$ cat src/rtl/addsub_pkg.sv
// Shared definitions for the pipelined add/subtract unit:
// op encoding and the condition-flag bundle.
package addsub_pkg;

    localparam logic OP_ADD = 1'b0;
    localparam logic OP_SUB = 1'b1;

    typedef struct packed {
        logic cout;
        logic ovf;
        logic zero;
        logic neg;
    } flags_t;

endpackage

$ cat src/rtl/addsub_slice.sv
// One CHUNK-bit slice of the carry chain.
// Purely combinational; the top level registers its outputs.
module addsub_slice #(
    parameter int CHUNK = 8
) (
    input  logic [CHUNK-1:0] a,
    input  logic [CHUNK-1:0] b,
    input  logic             cin,
    output logic [CHUNK-1:0] sum,
    output logic             cout,
    output logic             zero
);

    assign {cout, sum} = {1'b0, a} + {1'b0, b} + {{CHUNK{1'b0}}, cin};
    assign zero = (sum == '0);

endmodule

$ cat src/rtl/pipe_addsub.sv
// Pipelined add/subtract unit, one register stage per CHUNK-bit slice.
// Global-advance flow control; results leave in order after STAGES edges.
module pipe_addsub
    import addsub_pkg::*;
#(
    parameter int WIDTH = 32,
    parameter int CHUNK = 8
) (
    input  logic             clk,
    input  logic             rst_n,
    input  logic             in_valid,
    output logic             in_ready,
    input  logic             in_op,
    input  logic [WIDTH-1:0] in_a,
    input  logic [WIDTH-1:0] in_b,
    input  logic             in_cin,
    output logic             out_valid,
    input  logic             out_ready,
    output logic [WIDTH-1:0] out_res,
    output logic             out_cout,
    output logic             out_ovf,
    output logic             out_zero,
    output logic             out_neg
);

    localparam int STAGES = WIDTH / CHUNK;
    localparam int L      = STAGES - 1;

    if (WIDTH % CHUNK != 0) begin : g_bad_chunk
        $error("pipe_addsub: WIDTH must be a multiple of CHUNK");
    end

    logic             adv;

    logic             v_q  [STAGES];
    logic             c_q  [STAGES];
    logic             z_q  [STAGES];
    logic             op_q [STAGES];
    logic [WIDTH-1:0] a_q  [STAGES];
    logic [WIDTH-1:0] b_q  [STAGES];
    logic [WIDTH-1:0] r_q  [STAGES];
    flags_t           flg_q;

    logic             v_s  [STAGES];
    logic             c_s  [STAGES];
    logic             z_s  [STAGES];
    logic             op_s [STAGES];
    logic [WIDTH-1:0] a_s  [STAGES];
    logic [WIDTH-1:0] b_s  [STAGES];
    logic [WIDTH-1:0] r_s  [STAGES];
    logic [WIDTH-1:0] r_n  [STAGES];
    flags_t           flg_n;

    logic [WIDTH-1:0]  sl_a;
    logic [WIDTH-1:0]  sl_b;
    logic [WIDTH-1:0]  sl_sum;
    logic [STAGES-1:0] sl_cin;
    logic [STAGES-1:0] sl_cout;
    logic [STAGES-1:0] sl_zero;

    // The last stage's carry/operand registers feed nothing downstream.
    logic unused_tail;
    assign unused_tail = c_q[L] ^ z_q[L] ^ op_q[L] ^ (^a_q[L]) ^ (^b_q[L]);

    assign adv       = !v_q[L] || out_ready;
    assign in_ready  = adv;
    assign out_valid = v_q[L];
    assign out_res   = r_q[L];
    assign out_cout  = flg_q.cout;
    assign out_ovf   = flg_q.ovf;
    assign out_zero  = flg_q.zero;
    assign out_neg   = flg_q.neg;

    // Stage inputs: stage 0 maps SUB to a + ~b + ~cin, later stages read k-1.
    always_comb begin
        v_s[0]  = in_valid;
        op_s[0] = in_op;
        c_s[0]  = (in_op == OP_SUB) ? ~in_cin : in_cin;
        z_s[0]  = 1'b1;
        a_s[0]  = in_a;
        b_s[0]  = (in_op == OP_SUB) ? ~in_b : in_b;
        r_s[0]  = '0;
        for (int k = 1; k < STAGES; k++) begin
            v_s[k]  = v_q[k-1];
            op_s[k] = op_q[k-1];
            c_s[k]  = c_q[k-1];
            z_s[k]  = z_q[k-1];
            a_s[k]  = a_q[k-1];
            b_s[k]  = b_q[k-1];
            r_s[k]  = r_q[k-1];
        end
        sl_a   = '0;
        sl_b   = '0;
        sl_cin = '0;
        for (int k = 0; k < STAGES; k++) begin
            sl_a[k*CHUNK +: CHUNK] = a_s[k][CHUNK-1:0];
            sl_b[k*CHUNK +: CHUNK] = b_s[k][CHUNK-1:0];
            sl_cin[k]              = c_s[k];
        end
    end

    for (genvar k = 0; k < STAGES; k++) begin : g_slice
        addsub_slice #(
            .CHUNK (CHUNK)
        ) u_slice (
            .a    (sl_a[k*CHUNK +: CHUNK]),
            .b    (sl_b[k*CHUNK +: CHUNK]),
            .cin  (sl_cin[k]),
            .sum  (sl_sum[k*CHUNK +: CHUNK]),
            .cout (sl_cout[k]),
            .zero (sl_zero[k])
        );
    end

    // New slice enters at the top; finished slices shift down one chunk.
    // Flags are derived from the completed last-stage result.
    always_comb begin
        logic [WIDTH+CHUNK-1:0] cat;
        cat = '0;
        for (int k = 0; k < STAGES; k++) begin
            cat    = {sl_sum[k*CHUNK +: CHUNK], r_s[k]};
            r_n[k] = cat[WIDTH+CHUNK-1:CHUNK];
        end
        flg_n.cout = (op_s[L] == OP_SUB) ? ~sl_cout[L] : sl_cout[L];
        flg_n.ovf  = (a_s[L][CHUNK-1] == b_s[L][CHUNK-1]) &&
                     (r_n[L][WIDTH-1] != a_s[L][CHUNK-1]);
        flg_n.zero = z_s[L] && sl_zero[L];
        flg_n.neg  = r_n[L][WIDTH-1];
    end

    // Whole pipe shifts together on advance, bubbles included.
    always_ff @(posedge clk or negedge rst_n) begin
        if (!rst_n) begin
            for (int k = 0; k < STAGES; k++) begin
                v_q[k]  <= 1'b0;
                c_q[k]  <= 1'b0;
                z_q[k]  <= 1'b0;
                op_q[k] <= 1'b0;
                a_q[k]  <= '0;
                b_q[k]  <= '0;
                r_q[k]  <= '0;
            end
            flg_q <= '0;
        end else if (adv) begin
            for (int k = 0; k < STAGES; k++) begin
                v_q[k]  <= v_s[k];
                c_q[k]  <= sl_cout[k];
                z_q[k]  <= z_s[k] && sl_zero[k];
                op_q[k] <= op_s[k];
                a_q[k]  <= a_s[k] >> CHUNK;
                b_q[k]  <= b_s[k] >> CHUNK;
                r_q[k]  <= r_n[k];
            end
            flg_q <= flg_n;
        end
    end

endmodule

$ cat config.mk
export PLATFORM = sky130hd
export DESIGN_NAME = pipe_addsub
export DESIGN_NICKNAME = d
export VERILOG_FILES = /design/src/rtl/addsub_pkg.sv /design/src/rtl/addsub_slice.sv /design/src/rtl/pipe_addsub.sv
export SDC_FILE = /design/constraint.sdc
export NUM_CORES = 1
export LEC_CHECK = 0
export ABC_AREA = 1
export BUFFER_PORTS_ARGS = -buffer_cell sky130_fd_sc_hd__buf_2
export CAP_MARGIN = 10
export CORE_UTILIZATION = 40
export DETAILED_ROUTE_END_ITERATION = 10
export GPL_ROUTABILITY_DRIVEN = 1
export PLACE_DENSITY = 0.67
export SLEW_MARGIN = 20
export SYNTH_ARGS = -nofsm -noshare
export SYNTH_HDL_FRONTEND = slang
export SYNTH_HIERARCHICAL = 1
export SYNTH_SLANG_ARGS = --single-unit
$ cat constraint.sdc
create_clock -name clk -period 6.1 [get_ports clk]
set_input_delay 0.915 -clock clk [delete_from_list [all_inputs] [get_ports clk]]
set_output_delay 0.915 -clock clk [all_outputs]
set_load 0.005 [all_outputs]
# After elaboration in Yosys (flattened, before gate mapping)
# Cells that the tools add are included.
[totals] ff_bits=193 elab_cells=53
[classes] eq_ne=2 bitwise_logic=3 reduce_logical=10 addsub=8 n_mux=3
[ops] cell="8-bit by 8-bit adder with 9-bit output" count=4
[ops] cell="9-bit by 1-bit adder with 9-bit output" count=4
[ops] cell="8-bit logical NOT" count=4
[ops] cell="32-bit two-way mux" count=1
[ops] cell="32-bit NOT" count=1
[ops] cell="1-bit logical AND" count=4
[ops] cell="1-bit two-way mux" count=2
[ops] cell="1-bit NOT" count=2
[ops] cell="1-bit equality test" count=1
[ops] cell="1-bit logical NOT" count=1
[ops] cell="1-bit logical OR" count=1
[ops] cell="1-bit inequality test" count=1

# Longest topological paths before layout
# Gate-level depths: netlist (run 1).
[depth] depth_word=5 mapped_depth=17 ltp_nobuf=15

# By module
# Netlist (run 1), hierarchy kept.
[by_module_without_submodules] mod="pipe_addsub" seq_area_each_um2=4804.6 area_per_inst_um2=7511.0 instances=1 cells_per_inst=835
[by_module_without_submodules] mod="addsub_slice at g_slice[2].u_slice ..." seq_area_each_um2=0.0 area_per_inst_um2=461.7 instances=2 cells_per_inst=86
[by_module_without_submodules] mod="addsub_slice at g_slice[0].u_slice" seq_area_each_um2=0.0 area_per_inst_um2=495.5 instances=1 cells_per_inst=86
[by_module_without_submodules] mod="addsub_slice at g_slice[1].u_slice" seq_area_each_um2=0.0 area_per_inst_um2=454.2 instances=1 cells_per_inst=85

# Worst setup path before layout (run 1)
# OpenSTA, ideal clock, no wires.
[synth_timing] path_type="input to register" startpoint="input port in_op" endpoint="register z_q[3] (netlist bit)" setup_slack_ps=2937 cell_stages=15 arrival_time_ps=3098 n_path_buf=2 t_required_ps=6035 path_cell_list="buf_2 buf_4 xor2_1 inv_1 fa_1 inv_1 fa_1 or2_1 nor2_2 nand3_1 nor2_2 nand2_2 nor2_2 nand2_1 nand2_1"
[synth_lines] item="from (decl)" line_no="pipe_addsub.sv:13" source="input logic in_op,"
[synth_lines] item="to (signal, indexed assignment)" line_no="pipe_addsub.sv:148" source="z_q[k] <= z_s[k] && sl_zero[k];"
[synth_lines] item="to (decl)" line_no="pipe_addsub.sv:37" source="logic z_q [STAGES];"

==> metrics.csv, run 1 <==
metric,value,unit
fin cells,1590,
Final setup viols,0,
CTS tree,yes,
Initial DRC Count,434,
CP Depth,15,
global route hottest layer,met2,
worst-margin pin slew,1.01,ns
most frequent CP cell,nor2_2,
r2r worst-path depth,5,
Worst EP required,6.47,ns
Synth Warn #,6,
grt met2 use,0.274,
Critical R2R Capture,out_neg,
Syn Area/Cell,7.97,um^2
HPWL Detailed,11.9,mm
Logic pwr share,0.402,
post-cts repair resize count,0,
unrepaired setup endpoints after global routing,no,
DR pass1 iterations,4,
die height,155,um
I/O pins,108,
crit path to,z_q[3],
Die ar.,24100,um^2
"reg-to-reg slack, setup",3.57,ns
Pint,3190,uW
root buffer cell,clkbuf_16,
share of cells above drive strength 1,0.143,
sequential share of power,0.392,
P_sw,2190,uW
initial core utilization,0.411,
post-synthesis compound-gate area fraction,0.0300,
Via density,4.50,
Gate Count Post-Synth,1178,
Max IR drop VDD,0.182,mV
Max-slew headroom,0.327,
max_cap viols,0,
clk buf depth,2,
cell count after placement,1558,
fraction of registers with async set/reset,1.00,
min Tclk post-route,3.08,ns
Antenna diodes,0,
CP max-delay cell,buf_4,
initial antenna violation count,1,
area of the multi-input gates,3940,um^2
GR Util All Layers,0.160,
vias in the first global route,6923,
Clock Skew,0.00898,ns
fillers,2363,
fin nets,1370,
"flops & latches, synth",192,
number of flops mapped to enable cells by yosys,0,
DRC,0,
vias,7150,
CTS H-tree depth,4,
cell family with most CP delay,adder cells,
library cells used by synthesis,27,
Sw Ratio,0.407,
drt total wl,18.0,mm
Hold Path Class,register to register,
met3 usage,0.0298,
Crit Path Max Fanout,34,
Site Rows,55,
crit path launch,in_op,
Post-Synth Adder-Cell Area,0.0544,
total negative slack,0,ns
first-pass GRT wire length,31.3,mm
largest stage delay on the critical path,0.46,ns
routability cong.,0.817,
clock tree sinks,192,
Syn Nets,1284,
placed inst area,10100,um^2
Reg area,4800,um^2
Detail Route Antenna Nets,0,
post-CTS setup buffers,0,
mux cell area share after synthesis,0,
CP startpoint kind,input pin,
final slew viol count,0,
Clock Power Share,0.205,
wire per inst,11.3,um
crit-path cells,buf_2 > buf_4 > xor2_1 > inv_1 > fa_1 > inv_1 > fa_1 > or2_1 > nor2_2 > nand3_1 > nor2_2 > nand2_2 > nor2_2 > nand2_1 > nand2_1,
"Design Area, Final",10700,um^2
gr ovfl total,0,
area delta synth->final,14.2,%
static leakage power,0.00602,uW
final period utilization,0.504,
Peak Freq,325,MHz
pin count of the biggest net entering global routing,118,
dominant synthesized flop cell,dfrtp_1,
hold buffers post-CTS,0,
outcome,"finished, final reports clean",
largest family of logic cells by synthesized area,simple AND/OR/NAND/NOR gates,
Core ar.,22800,um^2
worst r2r src,out_valid,
CTS Buf Count,17,
Crit Path Class,input pin to register,
final hold violations,0,
CP bufs+invs,4,
chip width,155,um
register area share after synthesis,0.512,
"CTS clk-pin slew, worst paths",0.07,ns
Pwr Density,502,nW/um^2
crit path capture type,register,
Total Power,5380,uW
XOR/XNOR Fraction of Synth Area,0.0317,
CP arrival,3.45,ns
Netlist Area Pre-Place,9380,um^2
Port-buffer cells,107,
Clock Latency Late Sink,0.43,ns
"Core Util, Final",0.469,
grt met1 use,0.205,
post-synthesis simple-gate area fraction,0.303,
## synth_stat cells (8+ instances only)
cell,n,area (um^2)
buf_2,29,145
a21oi_1,12,60.1
nor2_1,18,67.6
nand2_2,13,81.3
fa_1,8,160
clkbuf_1,9,33.8
nand3_1,28,140
nand2_1,617,2320
dfrtp_1,192,4800
xor2_1,34,298
inv_1,104,390
ha_1,28,350
nor2_2,9,56.3
o21ai_0,41,205
## kinds of logic (layout without fill, tap and decap cells)
family,Yosys count,count (layout)
adder cells (fa/ha/maj),36,36
XOR/XNOR,34,34
buffers and inverters,155,254
AO/OA/AOI/OAI,55,55
AND/OR/NAND/NOR,706,706
flip-flops,192,192
## worst register-to-register path, cell delays in order (launching register included)
cell	delay, ns
dfrtp_1	0.35
inv_1	0.06
nor2_4	0.13
buf_4	0.68
buf_4	0.93
o21ai_0	0.22
## routing by layer
metal  wire length [um]  share of wire
met3                483          0.027
met4                194          0.011
met5                  0              0
met2               8690           0.48
met1               8660           0.48
## sequential cells by signal, summed over array words and instances, names as in the netlist, 3 cells and up
signal   count
out_res     31
b_q         48
op_q         3
c_q          3
a_q         48
z_q          3
v_q          3
r_n         48
## worst min-delay path by stage
stage / start / depth (start not counted) / endpoint / slack [ns]
final: b_q[118] / 2 / b_q[78] / 0.47
after global routing: b_q[118] / 2 / b_q[78] / 0.49
after CTS: b_q[118] / 2 / b_q[78] / 0.47
after detailed placement: b_q[118] / 2 / b_q[78] / 0.45
after global placement: v_q[1] / 2 / out_valid / 0.44
after floorplan: v_q[1] / 2 / out_valid / 0.42
## stage by stage
| stage | hold WS (ns) | setup WS (ns) |
|---|---|---|
| after floorplan | 0.420 | 2.94 |
| after detailed placement | 0.453 | 2.54 |
| after CTS | 0.473 | 3.01 |
| final | 0.470 | 3.02 |
| after global routing | 0.494 | 2.82 |
| after global placement | 0.442 | 2.61 |
## power groups by stage
stage               registers (uW)  logic (uW)  clock network [uW]
finish                        2110        2170                1110
CTS                           2120        2210                1140
floorplan                     2080        1680                   0
global route                  2180        2560                1180
detailed placement            2140        2180                   0
global placement              2120        2130                   0
## cell usage in the layout, fill, tap and decap left out, types with 9 or more instances in the layout
cell       netlist  routed
nand2_1        617     617
dfrtp_1        192     192
buf_2           29     106
inv_1          104     104
o21ai_0         41      41
xor2_1          34      34
nand3_1         28      28
ha_1            28      28
nor2_1          18      18
clkbuf_16        0      17
nand2_2         13      13
a21oi_1         12      12
nor2_2           9       9
## final cells by class
class,count,area share
multi-input combinational,831,0.367
timing repair buffer,113,0.0550
sequential,192,0.448
clock buffer,17,0.0397
tap,313,0.0365
clock inverter,15,0.0148
inverter,109,0.0386
Power figures use the tool's default switching activity.
==> run 2: changes to the inputs <==
--- a/config.mk
+++ b/config.mk
@@ -5,7 +5,7 @@
 export SDC_FILE = /design/constraint.sdc
 export NUM_CORES = 1
 export LEC_CHECK = 0
-export ABC_AREA = 1
+export ABC_AREA = 0
 export BUFFER_PORTS_ARGS = -buffer_cell sky130_fd_sc_hd__buf_2
 export CAP_MARGIN = 10
 export CORE_UTILIZATION = 40
==> constraint.sdc (replaced) <==
create_clock -name clk -period 3.1 [get_ports clk]
set_input_delay 0.465 -clock clk [delete_from_list [all_inputs] [get_ports clk]]
set_output_delay 0.465 -clock clk [all_outputs]
set_load 0.005 [all_outputs]
==> metrics.csv, run 2 <==
metric,value,unit,change
outcome,"finished, final reports clean",,
DRC,0,,unchanged
fillers,1948,,-18%
I/O pins,108,,unchanged
most frequent cell after synthesis,dfrtp_1,,
CTS H-tree depth,4,,unchanged
final hold violations,0,,unchanged
Synth Warn #,6,,unchanged
crit path launch,a_q[64],,
Port-buffer cells,107,,unchanged
Die ar.,23400,um^2,-2.7%
most frequent cells in the layout,"192 x dfrtp_1, 140 x mux2_2, 106 x buf_2",,
chip width,153,um,-1.4%
Antenna diodes,0,,unchanged
clk buf depth,2,,unchanged
Worst EP required,3.44,ns,-3.03 ns
Initial DRC Count,193,,-56%
pin count of the biggest net entering global routing,76,,-36%
Max IR drop VDD,0.401,mV,+120%
"top cells by count, synth","192 x dfrtp_1, 140 x mux2_2, 47 x mux2_4",,
max_cap viols,0,,unchanged
area of the multi-input gates,4030,um^2,+2.3%
wire per inst,15.6,um,+38%
final slew viol count,0,,unchanged
initial antenna violation count,0,,-1
vias in the first global route,5401,,-22%
crit path capture type,register,,
Site Rows,54,,-1.8%
Via density,4.91,,+9.1%
post-cts repair resize count,0,,unchanged
Netlist Area Pre-Place,9130,um^2,-2.7%
worst r2r src,a_q[64],,
Crit Path Max Fanout,3,,-91%
CP arrival,2.82,ns,-0.63 ns
share of cells above drive strength 1,0.458,,+0.316
final period utilization,0.802,,
unrepaired setup endpoints after global routing,no,,
Reg area,4800,um^2,unchanged
number of flops mapped to enable cells by yosys,0,,unchanged
DRT met1 WL,7.96,mm,-8.1%
Peak Freq,402,MHz,
initial core utilization,0.413,,+0.00239
met2 WL,7.67,mm,-12%
dominant synthesized flop cell,dfrtp_1,,
share of the synthesized area in the top cell type,0.526,,+0.0144
Hold Path Class,input pin to async pin,,
die height,153,um,-1.4%
HPWL Detailed,11.3,mm,-4.7%
Top Metal Used,met4,,
Area contributors post-synth,"dfrtp_1 53%, mux2_2 17%, mux2_4 7.7%",,
Detail Route Antenna Nets,0,,unchanged
"most common cell after layout, fill and taps aside",dfrtp_1,,
Max-slew headroom,0.404,,+0.0768
DR pass1 iterations,4,,unchanged
CTS Buf Count,17,,unchanged
library cells used by synthesis,35,,+30%
register area share after synthesis,0.526,,+0.0144
Pwr Density,1040,nW/um^2,+110%
first-pass GRT wire length,27.8,mm,-11%
gr ovfl total,0,,unchanged
worst-margin pin slew,0.894,ns,-0.115 ns
vias,5134,,-28%
Synth area leader,dfrtp_1,,
cell count after placement,1014,,-35%
min Tclk post-route,2.49,ns,
total negative slack,0,ns,unchanged
metal3 WL,504,um,+4.3%
Clock Skew,0.0130,ns,+0.00401 ns
"CTS clk-pin slew, worst paths",0.07,ns,about the same
post-CTS setup buffers,0,,unchanged
area delta synth->final,15.4,%,
hold buffers post-CTS,0,,unchanged
Syn Area/Cell,14.2,um^2,+78%
clock tree sinks,192,,unchanged
Syn Nets,749,,-42%
CTS tree,yes,,
Crit Path Class,register to register,,
fin cells,1046,,-34%
"flops & latches, synth",192,,unchanged
Final setup viols,0,,unchanged
CP startpoint kind,register,,
GR Util All Layers,0.150,,-0.0108
Core ar.,22100,um^2,-3.3%
static leakage power,0.00489,uW,-19%
Gate Count Post-Synth,643,,-45%
routability cong.,0.793,,-3.0%
fin nets,859,,-37%
Clock Latency Late Sink,0.43,ns,about the same
root buffer cell,clkbuf_16,,
drt total wl,16.3,mm,-9.5%
fraction of registers with async set/reset,1.00,,unchanged
-- run 2: changes by cell type in the layout (fill, tap and decap cells not counted), sizes merged, moves of 12 or more --
cell	before	now
nand2	631	11
mux2	0	187
inv	117	39
o21ai	41	3
nand3	35	4
nor2	28	16
xnor2	0	12
-- run 2: cell type report --
class                   count  area share
repair buffers            117      0.0624
flip-flops and latches    192       0.456
clock inverters            13      0.0119
multi-input cells         392       0.382
well taps                 280      0.0333
clock buffers              19      0.0420
inverters                  33      0.0122
-- run 2: cells by family after synthesis --
kind of cell	Yosys count	share of synthesized area
xor gates and xnor gates	54	0.0518
adders and majority gates	36	0.0559
AOI/OAI and AO/OA	60	0.0502
buffers and inverters	59	0.0333
DFF	192	0.526
and+or+nand+nor	55	0.0324
muxes	187	0.250
-- run 2: where the power goes --
part           switching (uW)  internal (uW)  leakage, uW
logic                    2020           2570      0.00238
registers                 631           3630      0.00224
clock network             996           1150     0.000269
total                    3650           7340      0.00489
-- run 2: stage by stage --
| step | setup WS, ns | utilization | hold slack (ns) | cell area, um^2 | total power [uW] |
|---|---|---|---|---|---|
| after floorplan | 0.139 | - | 0.169 | 9130 | 7810 |
| after global placement | 0.440 | 0.451 | 0.438 | 9970 | 8800 |
| after detailed placement | 0.394 | 0.451 | 0.448 | 9970 | 8930 |
| after CTS | 0.573 | 0.477 | 0.0741 | 10500 | 11100 |
| after global routing | 0.392 | 0.477 | 0.0962 | 10500 | 11800 |
| final | 0.614 | 0.477 | 0.0644 | 10500 | 11000 |
-- run 2: path summary, 6_finish.rpt --
| path | to | slack [ns] | depth (start not counted) |
|---|---|---|---|
| min | a_q[112] | 0.06 | 1 |
| max | z_q[1] | 0.61 | 11 |
| min reg2reg | out_valid | 0.46 | 1 |
| max reg2reg | z_q[1] | 0.61 | 11 |
| min in group clk | a_q[100] | 0.26 | 2 |
| max in group asynchronous | r_n[49] | 2.26 | 2 |
-- run 2: routing by layer --
layer | vias to the layer above | track usage
met5 | - | 0
met4 | 0 | 0.0438
met3 | 12 | 0.0315
met2 | 84 | 0.237
met1 | 2580 | 0.206
li1 | 2458 | -
-- run 2: worst max-delay path: stages, from the launching register on --
cell and delay (ns):
dfrtp_1 0.38, inv_1 0.08, fa_1 0.20, inv_1 0.06
fa_1 0.43, a21oi_1 0.18, o211ai_1 0.12, a21oi_1 0.24
xnor2_1 0.13, nor4_2 0.34, nand2_1 0.08, o21ai_0 0.16
==> run 3: changes to the inputs <==
--- a/config.mk
+++ b/config.mk
@@ -5,7 +5,7 @@
 export SDC_FILE = /design/constraint.sdc
 export NUM_CORES = 1
 export LEC_CHECK = 0
-export ABC_AREA = 0
+export ABC_AREA = 1
 export BUFFER_PORTS_ARGS = -buffer_cell sky130_fd_sc_hd__buf_2
 export CAP_MARGIN = 10
 export CORE_UTILIZATION = 40
==> constraint.sdc (replaced) <==
create_clock -name clk -period 2.45 [get_ports clk]
set_input_delay 0.3675 -clock clk [delete_from_list [all_inputs] [get_ports clk]]
set_output_delay 0.3675 -clock clk [all_outputs]
set_load 0.005 [all_outputs]
==> metrics.csv, run 3 (synthesized netlist as in run 1, its figures left out) <==
metric,value,unit,change
CP max-delay cell,fa_1,,
vias in the first global route,7218,,+34%
CP startpoint kind,register,,
final hold violations,0,,unchanged
total negative slack,0,ns,unchanged
Worst EP required,2.79,ns,-0.65 ns
post-cts repair resize count,0,,unchanged
DRC,0,,unchanged
Hold Path Class,input pin to register,,
Critical R2R Capture,out_zero,,
Max-slew headroom,0.405,,+0.00102
Die ar.,24100,um^2,+2.8%
initial core utilization,0.411,,-0.00239
Pwr Density,1250,nW/um^2,+20%
vias,7173,,+40%
Final setup viols,0,,unchanged
min Tclk post-route,2.19,ns,-0.291 ns
worst hold path endpoint,a_q[96],,
Initial DRC Count,374,,+94%
CTS H-tree depth,4,,unchanged
Crit Path Max Fanout,2,,-1
Site Rows,55,,+1.9%
worst r2r src,a_q[32],,
DR pass1 iterations,4,,unchanged
Peak Freq,456,MHz,+13%
unrepaired setup endpoints after global routing,no,,
HPWL Detailed,11.9,mm,+5.3%
most frequent cells in the layout,"617 x nand2_1, 192 x dfrtp_1, 106 x buf_2",,
cell family with most CP delay,adder cells,,
Core ar.,22800,um^2,+3.4%
die height,155,um,+1.4%
"most common cell after layout, fill and taps aside",nand2_1,,
fillers,2306,,+18%
Clock Latency Late Sink,0.43,ns,about the same
"CTS clk-pin slew, worst paths",0.08,ns,about the same
final period utilization,0.896,,+0.0939
I/O pins,108,,unchanged
clock tree sinks,192,,unchanged
r2r worst-path depth,13,,+2
CTS tree,yes,,
static leakage power,0.00608,uW,+24%
crit path capture type,register,,
"Design Area, Final",10800,um^2,+2.8%
GR Util All Layers,0.163,,+0.0139
clk buf depth,2,,unchanged
Crit Path Class,register to register,,
Detail Route Antenna Nets,0,,unchanged
crit-path cells,inv_1 > fa_1 > inv_1 > fa_1 > inv_1 > nand2_1 > nor2_1 > nand3_2 > nor2_2 > nand2_1 > nor2_2 > nand2_1 > o21ai_0,,
Clock Skew,0.0134,ns,+0.000448 ns
max_cap viols,0,,unchanged
Port-buffer cells,107,,unchanged
initial antenna violation count,0,,unchanged
CP arrival,2.53,ns,-0.29 ns
outcome,"finished, final reports clean",,
pin count of the biggest net entering global routing,195,,+160%
placed inst area,10200,um^2,+2.5%
area delta synth->final,15.5,%,about the same
routability cong.,0.811,,+2.3%
worst-margin pin slew,0.892,ns,-0.00153 ns
worst hold path depth,3,,
chip width,155,um,+1.4%
gr ovfl total,0,,unchanged
CP bufs+invs,3,,+1
crit path launch,a_q[32],,
root buffer cell,clkbuf_16,,
CTS Buf Count,17,,unchanged
hold slack,0.127,ns,+0.0630 ns
CP Depth,13,,+2
Total Power,13600,uW,+23%
first-pass GRT wire length,32.1,mm,+15%
final slew viol count,0,,unchanged
share of cells above drive strength 1,0.147,,-0.311
HP Start,in_a[8],,
"reg-to-reg slack, setup",0.26,ns,-0.36 ns
drt total wl,18.1,mm,+11%
wire per inst,11.4,um,-27%
Max IR drop VDD,0.538,mV,+34%
Via density,4.49,,-8.4%
Antenna diodes,0,,unchanged
fin nets,1376,,+60%
largest stage delay on the critical path,0.45,ns,+0.02 ns
==> run 3: cell count changes in the layout (fill, tap and decap cells not counted), moves of 9 or more <==
cell	previous run	this run
nand2_1	11	617
xnor2_1	12	0
nand2_2	0	13
mux2_2	140	0
inv_1	32	103
mux2_4	47	0
nor2_2	0	9
nand3_1	4	28
o21ai_0	3	41
==> run 3: metal layers <==
| metal | track usage | up-vias | wire length [um] |
|---|---|---|---|
| met4 | 0.0448 | 0 | 183 |
| met5 | 0 | - | 0 |
| met2 | 0.283 | 100 | 8370 |
| met3 | 0.0284 | 14 | 506 |
| met1 | 0.211 | 3313 | 9080 |
| li1 | - | 3746 | - |
==> run 3: cell type report <==
cell class | instances | area (um^2) | area share
clock inverter | 15 | 186 | 0.0172
multi-input combinational | 831 | 3940 | 0.363
timing repair buffer | 119 | 674 | 0.0622
inverter | 109 | 414 | 0.0382
clock buffer | 17 | 425 | 0.0393
tap | 313 | 392 | 0.0361
sequential | 192 | 4800 | 0.443
==> run 3: worst register-to-register path, stage by stage, from the launching register on <==
cell and delay, ns:
dfrtp_1 0.34, inv_1 0.06, fa_1 0.43, inv_1 0.10, fa_1 0.45, inv_1 0.07, nand2_1 0.04, nor2_1 0.13
nand3_2 0.09, nor2_2 0.08, nand2_1 0.06, nor2_2 0.07, nand2_1 0.04, o21ai_0 0.14
==> run 3: how the worst max path moves through the flow <==
stage                     to  slack, ns
floorplan             z_q[3]       0.02
global placement      z_q[3]       0.05
detailed placement    z_q[3]       0.02
CTS                   z_q[1]       0.25
global route          z_q[1]       0.05
finish              out_zero       0.26
==> run 3: repair_timing <==
item	CTS	global route
hold buffers	1	0
hold endpoints to repair	44	0
buffers inserted	0	0
==> run 3: power breakdown <==
| group | internal (uW) | switching, uW | total (uW) | leakage [uW] |
|---|---|---|---|---|
| clock | 1480 | 1360 | 2840 | 0.000297 |
| sequential | 4530 | 701 | 5230 | 0.00234 |
| combinational | 2070 | 3430 | 5500 | 0.00344 |
| total | 8070 | 5490 | 13600 | 0.00608 |
==> run 3: through the flow <==
| stage | utilization | setup slack [ns] | instances |
|---|---|---|---|
| CTS | 0.474 | 0.248 | 1596 |
| finish | 0.474 | 0.255 | 1596 |
| detailed placement | 0.447 | 0.0211 | 1563 |
| floorplan | - | 0.0188 | 1178 |
| global route | 0.474 | 0.0546 | 1596 |
| global placement | 0.447 | 0.0472 | 1563 |
